==> config.mk <==
export PLATFORM = sky130hd
export DESIGN_NAME = pong_match_ctrl
export DESIGN_NICKNAME = d
export VERILOG_FILES = /design/src/rtl/pong_match_ctrl.sv
export SDC_FILE = /design/constraint.sdc
export NUM_CORES = 1
export LEC_CHECK = 0
export ABC_AREA = 1
export ABC_CLOCK_PERIOD_IN_PS = 2200
export CAP_MARGIN = 15
export CELL_PAD_IN_SITES_DETAIL_PLACEMENT = 0
export CELL_PAD_IN_SITES_GLOBAL_PLACEMENT = 1
export CORE_ASPECT_RATIO = 0.6
export CORE_MARGIN = 3
export CORE_UTILIZATION = 35
export CTS_CLUSTER_DIAMETER = 30
export CTS_CLUSTER_SIZE = 10
export DETAILED_ROUTE_END_ITERATION = 12
export PLACE_DENSITY_LB_ADDON = 0.1
export RECOVER_POWER = 25
export REMOVE_ABC_BUFFERS = 1
export SLEW_MARGIN = 20
export SYNTH_ARGS = -nofsm -noshare
export SYNTH_HDL_FRONTEND = slang
export SYNTH_SLANG_ARGS = --single-unit
==> constraint.sdc <==
create_clock -name clk25 -period 2.2 [get_ports clk25]
set_clock_uncertainty 0.15 [all_clocks]
set_input_delay 0.22 -clock clk25 [delete_from_list [all_inputs] [get_ports clk25]]
set_output_delay 0.22 -clock clk25 [all_outputs]
set_load 0.01 [all_outputs]
==> src/rtl/pong_match_ctrl.sv <==
// Match sequencer for Pong: frame tick from raster position, serve/play/point/over FSM, scores.
// Optional attract mode (ball live on the title screen) is enabled by defining PONG_ATTRACT_EN.
module pong_match_ctrl #(
  parameter int H_ACTIVE     = 640,
  parameter int V_ACTIVE     = 480,
  parameter int SERVE_FRAMES = 60,
  parameter int POINT_FRAMES = 30,
  parameter int WIN_SCORE    = 7
) (
  input  logic       clk25,
  input  logic       Reset,
  input  logic [9:0] xpos,
  input  logic [9:0] ypos,
  input  logic       start,
  input  logic       miss_left,
  input  logic       miss_right,
  output logic       frame_tick,
  output logic       ball_en,
  output logic       ball_reset,
  output logic       serve_dir,
  output logic [3:0] score_l,
  output logic [3:0] score_r,
  output logic       game_over,
  output logic [2:0] state
);

  typedef enum logic [2:0] {
    IDLE  = 3'd0,
    SERVE = 3'd1,
    PLAY  = 3'd2,
    POINT = 3'd3,
    OVER  = 3'd4
  } state_t;

  localparam logic [9:0] LP_VACT  = 10'(V_ACTIVE);
  localparam logic [7:0] LP_SERVE = 8'(SERVE_FRAMES);
  localparam logic [7:0] LP_POINT = 8'(POINT_FRAMES);
  localparam logic [3:0] LP_WIN   = 4'(WIN_SCORE);

  if (H_ACTIVE < 1 || V_ACTIVE < 1 || V_ACTIVE > 1023 ||
      SERVE_FRAMES < 1 || SERVE_FRAMES > 255 ||
      POINT_FRAMES < 1 || POINT_FRAMES > 255 ||
      WIN_SCORE < 1 || WIN_SCORE > 15) begin : g_bad_param
    $error("pong_match_ctrl: parameter out of range");
  end

  state_t     r_state;
  logic [7:0] r_cnt;
  logic [3:0] r_score_l;
  logic [3:0] r_score_r;
  logic       r_serve_dir;
  logic       r_frame_tick;
  logic       r_start_q;
  logic       r_ball_en;
  logic       r_ball_reset;
  logic       r_game_over;

  logic       w_start_evt;
  logic [3:0] w_score_l_inc;
  logic [3:0] w_score_r_inc;

  assign w_start_evt   = start & ~r_start_q;
  assign w_score_l_inc = r_score_l + 4'd1;
  assign w_score_r_inc = r_score_r + 4'd1;

  // {ball_en, ball_reset, game_over} for the state being entered or held
  function automatic logic [2:0] f_outs(input state_t s);
    case (s)
`ifdef PONG_ATTRACT_EN
      IDLE:    f_outs = 3'b100;
`else
      IDLE:    f_outs = 3'b010;
`endif
      SERVE:   f_outs = 3'b010;
      PLAY:    f_outs = 3'b100;
      POINT:   f_outs = 3'b000;
      OVER:    f_outs = 3'b011;
      default: f_outs = 3'b010;
    endcase
  endfunction

  always_ff @(posedge clk25 or negedge Reset) begin
    if (!Reset) begin
      r_state      <= IDLE;
      r_cnt        <= 8'd0;
      r_score_l    <= 4'd0;
      r_score_r    <= 4'd0;
      r_serve_dir  <= 1'b1;
      r_frame_tick <= 1'b0;
      r_start_q    <= 1'b0;
      r_ball_en    <= 1'b0;
      r_ball_reset <= 1'b1;
      r_game_over  <= 1'b0;
    end else begin
      r_start_q    <= start;
      r_frame_tick <= (xpos == 10'd0) && (ypos == LP_VACT);
      {r_ball_en, r_ball_reset, r_game_over} <= f_outs(r_state);
      case (r_state)
        IDLE, OVER: begin
          if (w_start_evt) begin
            r_score_l <= 4'd0;
            r_score_r <= 4'd0;
            r_cnt     <= LP_SERVE;
            r_state   <= SERVE;
            {r_ball_en, r_ball_reset, r_game_over} <= f_outs(SERVE);
          end
`ifdef PONG_ATTRACT_EN
          // title-screen rally: a miss only recentres the ball and flips direction
          else if (r_state == IDLE && (miss_left || miss_right)) begin
            r_ball_reset <= 1'b1;
            r_serve_dir  <= ~r_serve_dir;
          end
`endif
        end
        SERVE: begin
          if (r_frame_tick) begin
            if (r_cnt <= 8'd1) begin
              r_cnt   <= 8'd0;
              r_state <= PLAY;
              {r_ball_en, r_ball_reset, r_game_over} <= f_outs(PLAY);
            end else begin
              r_cnt <= r_cnt - 8'd1;
            end
          end
        end
        PLAY: begin
          if (miss_left && miss_right) begin
            r_cnt   <= LP_POINT;
            r_state <= POINT;
            {r_ball_en, r_ball_reset, r_game_over} <= f_outs(POINT);
          end else if (miss_left) begin
            r_score_r   <= w_score_r_inc;
            r_serve_dir <= 1'b0;
            if (w_score_r_inc == LP_WIN) begin
              r_state <= OVER;
              {r_ball_en, r_ball_reset, r_game_over} <= f_outs(OVER);
            end else begin
              r_cnt   <= LP_POINT;
              r_state <= POINT;
              {r_ball_en, r_ball_reset, r_game_over} <= f_outs(POINT);
            end
          end else if (miss_right) begin
            r_score_l   <= w_score_l_inc;
            r_serve_dir <= 1'b1;
            if (w_score_l_inc == LP_WIN) begin
              r_state <= OVER;
              {r_ball_en, r_ball_reset, r_game_over} <= f_outs(OVER);
            end else begin
              r_cnt   <= LP_POINT;
              r_state <= POINT;
              {r_ball_en, r_ball_reset, r_game_over} <= f_outs(POINT);
            end
          end
        end
        POINT: begin
          if (r_frame_tick) begin
            if (r_cnt <= 8'd1) begin
              r_cnt   <= LP_SERVE;
              r_state <= SERVE;
              {r_ball_en, r_ball_reset, r_game_over} <= f_outs(SERVE);
            end else begin
              r_cnt <= r_cnt - 8'd1;
            end
          end
        end
        default: begin
          r_state <= IDLE;
          {r_ball_en, r_ball_reset, r_game_over} <= f_outs(IDLE);
        end
      endcase
    end
  end

  assign frame_tick = r_frame_tick;
  assign ball_en    = r_ball_en;
  assign ball_reset = r_ball_reset;
  assign serve_dir  = r_serve_dir;
  assign score_l    = r_score_l;
  assign score_r    = r_score_r;
  assign game_over  = r_game_over;
  assign state      = r_state;

endmodule

# Word level (Yosys, flattened, before mapping)
# Cells that the tools add are included.
[op_classes] addsub=3 magnitude_cmp=1 n_eq_ne=19 n_mux=60 n_bitwise=3 reduce_logical=14
[op_table] operator="2-to-1 mux 8 bit" n=10
[op_table] operator="case mux 8 bit (4 select lines)" n=1
[op_table] operator="2-to-1 mux 3 bit" n=10
[op_table] operator="2-to-1 mux 1 bit" n=26
[op_table] operator="2-to-1 mux 4 bit" n=6
[op_table] operator="!= test 2 bit, second input constant" n=9
[op_table] operator="case mux 4 bit (2 select lines)" n=2
[op_table] operator="!= test 4 bit, second input constant" n=3
[op_table] operator="case mux 3 bit (4 select lines)" n=1
[op_table] operator="== test 10 x 9 -> 1 bit, second input constant" n=1
[op_table] operator="logical NOT 10 bit" n=1
[op_table] operator="case mux 3 bit (3 select lines)" n=1
[op_table] operator="adder 4 x 1 -> 4 bit, second input constant" n=2
[op_table] operator="== test 4 x 3 -> 1 bit, second input constant" n=2
[op_table] operator="less-or-equal comparator 8 x 1 -> 1 bit, second input constant" n=1
[op_table] operator="case mux 1 bit (4 select lines)" n=2
[op_table] operator="subtractor 8 x 1 -> 8 bit, second input constant" n=1
[op_table] operator="AND reduction 7 bit" n=1
[op_table] operator="== test 3 x 2 -> 1 bit, second input constant" n=2
[op_table] operator="AND reduction 6 bit" n=1
[op_table] operator="AND reduction 5 bit" n=1
[op_table] operator="AND reduction 4 bit" n=1
[op_table] operator="nonzero test 2 bit" n=2
[op_table] operator="nonzero test 4 bit" n=1
[op_table] operator="9 further kinds" n=12
[totals] register_bits=25 elab_cells=110

# Longest topological paths before layout
[depth] ltp_word=7 mapped_depth=12

# Worst setup path after synthesis
# OpenSTA, ideal clock, no wires.
[synth_path] kind="register -> register" start="reg r_cnt[0]" end="reg r_cnt[4]" setup_time_ns=0.119 arrival_ns=1.499 t_required_ns=1.931 path_slack_ns=0.432 path_stages_with_launch=11 cell_sequence="dfrtp_1 -> inv_1 -> ha_1 -> nor2_1 -> nor2_1 -> nand3_2 -> or2_2 -> o21ai_0 -> inv_1 -> nand3_1 -> nand2_1"
[synth_between] elab_chain_len=4 elab_cells_between_ends=7 cone_classes="1 x add/sub; 1 x order compare; 5 x mux"
[synth_rtl] element="start: declaration" line_no="48" source="logic [7:0] r_cnt;"
[synth_rtl] element="start signal: assignment" line_no="122" source="r_cnt <= r_cnt - 8'd1;"
[synth_rtl] element="start signal: assignment" line_no="162" source="r_cnt <= r_cnt - 8'd1;"
[synth_rtl] element="subtractor 8 x 1 -> 8 bit / less-or-equal comparator 8 x 1 -> 1 bit (equally long branches)"
[synth_rtl] element="2-to-1 mux 8 bit (on tied branches)" line_no="157, 117"
[synth_rtl] element="2-to-1 mux 8 bit (on tied branches)" line_no="156, 116"
[synth_rtl] element="case mux 8 bit (4 select lines) *" line_no="98" source="case (r_state)"
# Mark *: on every way between the ends. The rest lies on a longest branch, timed or not. The select of a mux whose other input is x is not followed.
# A chain may end at the register's enable or synchronous reset.

# Worst setup path after layout
[layout_path] start="reg r_score_l[0], in the netlist score_l[0]" end="reg r_cnt[0]"
[layout_between] elab_chain_len=4
[layout_rtl] element="start: declaration" line_no="49" source="logic [3:0] r_score_l;"
[layout_rtl] element="start signal: assignment" line_no="143" source="r_score_l <= w_score_l_inc;"
[layout_rtl] element="adder 4 x 1 -> 4 bit" line_no="63" source="assign w_score_l_inc = r_score_l + 4'd1;"
[layout_rtl] element="== test 4 x 3 -> 1 bit" line_no="145" source="if (w_score_l_inc == LP_WIN) begin"
[layout_rtl] element="!= test 4 bit (no source line)"
[layout_rtl] element="AND reduction 7 bit (no source line)"
# Every way passes these cells.

==> flow_metrics.env <==
export IMPL_post_cts_buffers=0
export IMPL_die_w_um=96.0
export IMPL_design_die_area_mm2=0.00575
export IMPL_max_freq_mhz=523
export IMPL_critPathLaunch="score_l[0]"
export IMPL_setup_tns_ns=0
export IMPL_clockBufferDepth=2
export IMPL_antenna_cells=0
export IMPL_clock_latency_ns=0.27
export IMPL_via_per_inst=4.75
export IMPL_crit_family="simple AND/OR/NAND/NOR gates"
export IMPL_end_kind="register"
export IMPL_path_clk_slew_ns=0.08
export IMPL_start_util_pct=38.7
export IMPL_syn_inst=237
export IMPL_p_leak_nw=1.08
export IMPL_grt_pass1_vias=1492
export IMPL_yosysWarnings=0
export IMPL_slowest_stage="dfrtp_1"
export IMPL_whs_ns=0.333
export IMPL_finalMaxSlewViolations=0
export IMPL_switching_power_mw=1.20
export IMPL_num_rows=18
export IMPL_peakVddDrop_mv=0.438
export IMPL_syn_area_per_cell_um2=7.17
export IMPL_register_area_um2=628
export IMPL_finalHoldViolations=0
export IMPL_p_int_mw=1.33
export IMPL_rsz0062_at_grt="false"
export IMPL_synth_top_cell_by_area="dfrtp_1"
export IMPL_core_mm2=0.00439
export IMPL_period_minus_slack_ns=1.91
export IMPL_hold_path_class="reg2reg"
export IMPL_htree_num_levels=1
export IMPL_vias=1645
export IMPL_layout_commonest_cell="nand2_1"
export IMPL_cts_tree="yes"
export IMPL_fin_crit_sh_pct=86.9
export IMPL_area_delta_synth_final_pct=32.7
export IMPL_required_ns=2.26
export IMPL_synth_distinct_cells=29
export IMPL_grt_pass1_wl_mm=7.00
export IMPL_fillCellCount=461
export IMPL_seqPwrFrac_pct=30.5
export IMPL_setup_viol=0
export IMPL_power_density_mw_per_mm2=1120
export IMPL_worst_pin_slew_ns=1.38
export IMPL_layout_common_cells="67 x nand2_1, 38 x clkdlybuf4s50_1, 33 x inv_1"
export IMPL_path_class="reg2reg"
export IMPL_arrival_ns=1.97
export IMPL_grt_overflow=0
export IMPL_cts_resized=0
export IMPL_ios=41
export IMPL_seq_area_frac_synth_pct=37.0
export IMPL_maxCapViolCount=0
export IMPL_synth_area_top_cells="dfrtp_1 34%, nand2_1 15%, nand3_1 7.4%"
export IMPL_synth_top_area_share_pct=33.9
export IMPL_drive_above_1_share_pct=10.1
export IMPL_syn_area_mm2=0.00170
export IMPL_grt_usage_pct=15.7
export IMPL_grt_start_max_net_pins=26
export IMPL_multi_input_comb_area_um2=928
export IMPL_avgRoutedWirePerCell_um=11.6
export IMPL_hpwlAfterDp_mm=3.34
export IMPL_first_pass_iters=4
export IMPL_ant_nets=0
export IMPL_crit_top_cell="nand2_1"
export IMPL_ys_ff_latch=25
export IMPL_slowest_delay_ns=0.45
export IMPL_die_h_um=60.0
export IMPL_antenna_found_initial=0
export IMPL_numCtsBuffers=3
export IMPL_io_buffers=40
export IMPL_finalWirelength_mm=4.02
export IMPL_cp_start_kind="register"
export IMPL_placed_cell_area_mm2=0.00221
export IMPL_finalPower_mw=2.53
export IMPL_p_sw_share_pct=47.4
export IMPL_cts_sinks=25
export IMPL_holdBufCountCts=0
export IMPL_cts_root_buf="clkbuf_8"
export IMPL_route_detailed_drc=0
export IMPL_r2r_start="score_l[0]"
export IMPL_gp_congestion=0.833
export IMPL_min_delay_start="r_cnt[1]"
export IMPL_outcome="completed"
export IMPL_cp_max_fo=9
export IMPL_cp_cell_sequence="ha_1 -> xor2_1 -> nand4_1 -> nand2_1 -> nand2_1 -> nand2_4 -> nand2_1 -> nand2_1"
export IMPL_fin_area_mm2=0.00225
export IMPL_slew_headroom_pct=7.86
export IMPL_drtIter0Drc=118
export IMPL_path_buf_inv=0
export IMPL_nets=321
export IMPL_power_frac_comb_pct=58.6
export IMPL_clkPwrFrac_pct=10.8
[kinds of logic after synthesis]
family | count (synthesis) | share of synthesized area, %
buf+inv | 37 | 8.39
compound gates | 24 | 8.17
xor+xnor | 4 | 2.06
fa+ha+maj | 9 | 6.63
flops | 25 | 37.0
simple gates | 138 | 37.8
[worst paths after layout]
| kind | to | slack (ns) | cells past startpoint |
|---|---|---|---|
| worst max register to register | r_cnt[0] | 0.29 | 8 |
| worst min-delay path | r_cnt[1] | 0.33 | 2 |
| max in group asynchronous | r_cnt[0] | 0.45 | 2 |
| min in group asynchronous | score_r[2] | 0.64 | 2 |
| worst min register to register | r_cnt[1] | 0.33 | 2 |
| worst max-delay path | r_cnt[0] | 0.29 | 8 |
[per-stage QoR]
step                utilization, %  setup slack [ns]  std cells
finish                        51.3             0.288        346
global placement              50.4            0.0707        342
CTS                           51.4             0.280        346
floorplan                        -             0.431        236
detailed placement            50.4            0.0951        342
global route                  51.3            0.0888        346
[synthesized netlist by cell type]
| cell type | n |
|---|---|
| nand4_1 | 4 |
| nor4_1 | 4 |
| ha_1 | 9 |
| nor2_8 | 1 |
| nor3_4 | 1 |
| xnor2_1 | 1 |
| o21ai_1 | 5 |
| o31ai_1 | 1 |
| inv_1 | 33 |
| nand2_4 | 2 |
| nand3_2 | 1 |
| nor3b_1 | 1 |
| nor2_1 | 24 |
| o22ai_1 | 3 |
| dfstp_2 | 2 |
| buf_4 | 1 |
| nand2_2 | 1 |
| or2_2 | 1 |
| dfrtp_1 | 23 |
| nor3_1 | 1 |
| a31oi_1 | 1 |
| nor2_2 | 5 |
| nand3_1 | 25 |
| inv_2 | 3 |
| xor2_1 | 3 |
| nand2_1 | 67 |
| a21oi_2 | 3 |
| o21ai_0 | 5 |
| a21oi_1 | 6 |
[state kept, by name, indices dropped and copies added, names as in the netlist]
register	count
ball_reset	1
frame_tick	1
game_over	1
state	3
score_r	4
score_l	4
r_cnt	8
serve_dir	1
r_start_q	1
ball_en	1
[layer usage]
| metal | wire, µm | up-vias | global-route usage (%) |
|---|---|---|---|
| li1 | - | 855 | - |
| met1 | 2390 | 736 | 26.8 |
| met2 | 1370 | 54 | 19.4 |
| met3 | 258 | 0 | 4.28 |
| met4 | 0 | 0 | 0.607 |
| met5 | 0 | - | 0 |
[power by group through the flow]
stage	clock network (mW)	registers (mW)	logic, mW
after global placement	0	0.780	1.50
final	0.275	0.774	1.49
after CTS	0.288	0.772	1.50
after global routing	0.312	0.801	1.71
after detailed placement	0	0.779	1.49
after floorplan	0	0.775	1.02
[tightest hold or removal path: stages, from the launching register on]
cell and delay [ns]:
dfrtp_1 0.35, nand2_1 0.05, nand2_1 0.05
[final cells by class]
type,instances,share of cell area (%)
flip-flops and latches,25,27.9
repair buffers,46,19.6
inverters,36,5.99
well taps,60,3.33
clock inverters,1,0.222
multi-input cells,175,41.2
clock buffers,3,1.83
No activity file was read; power rests on OpenSTA's default activity.
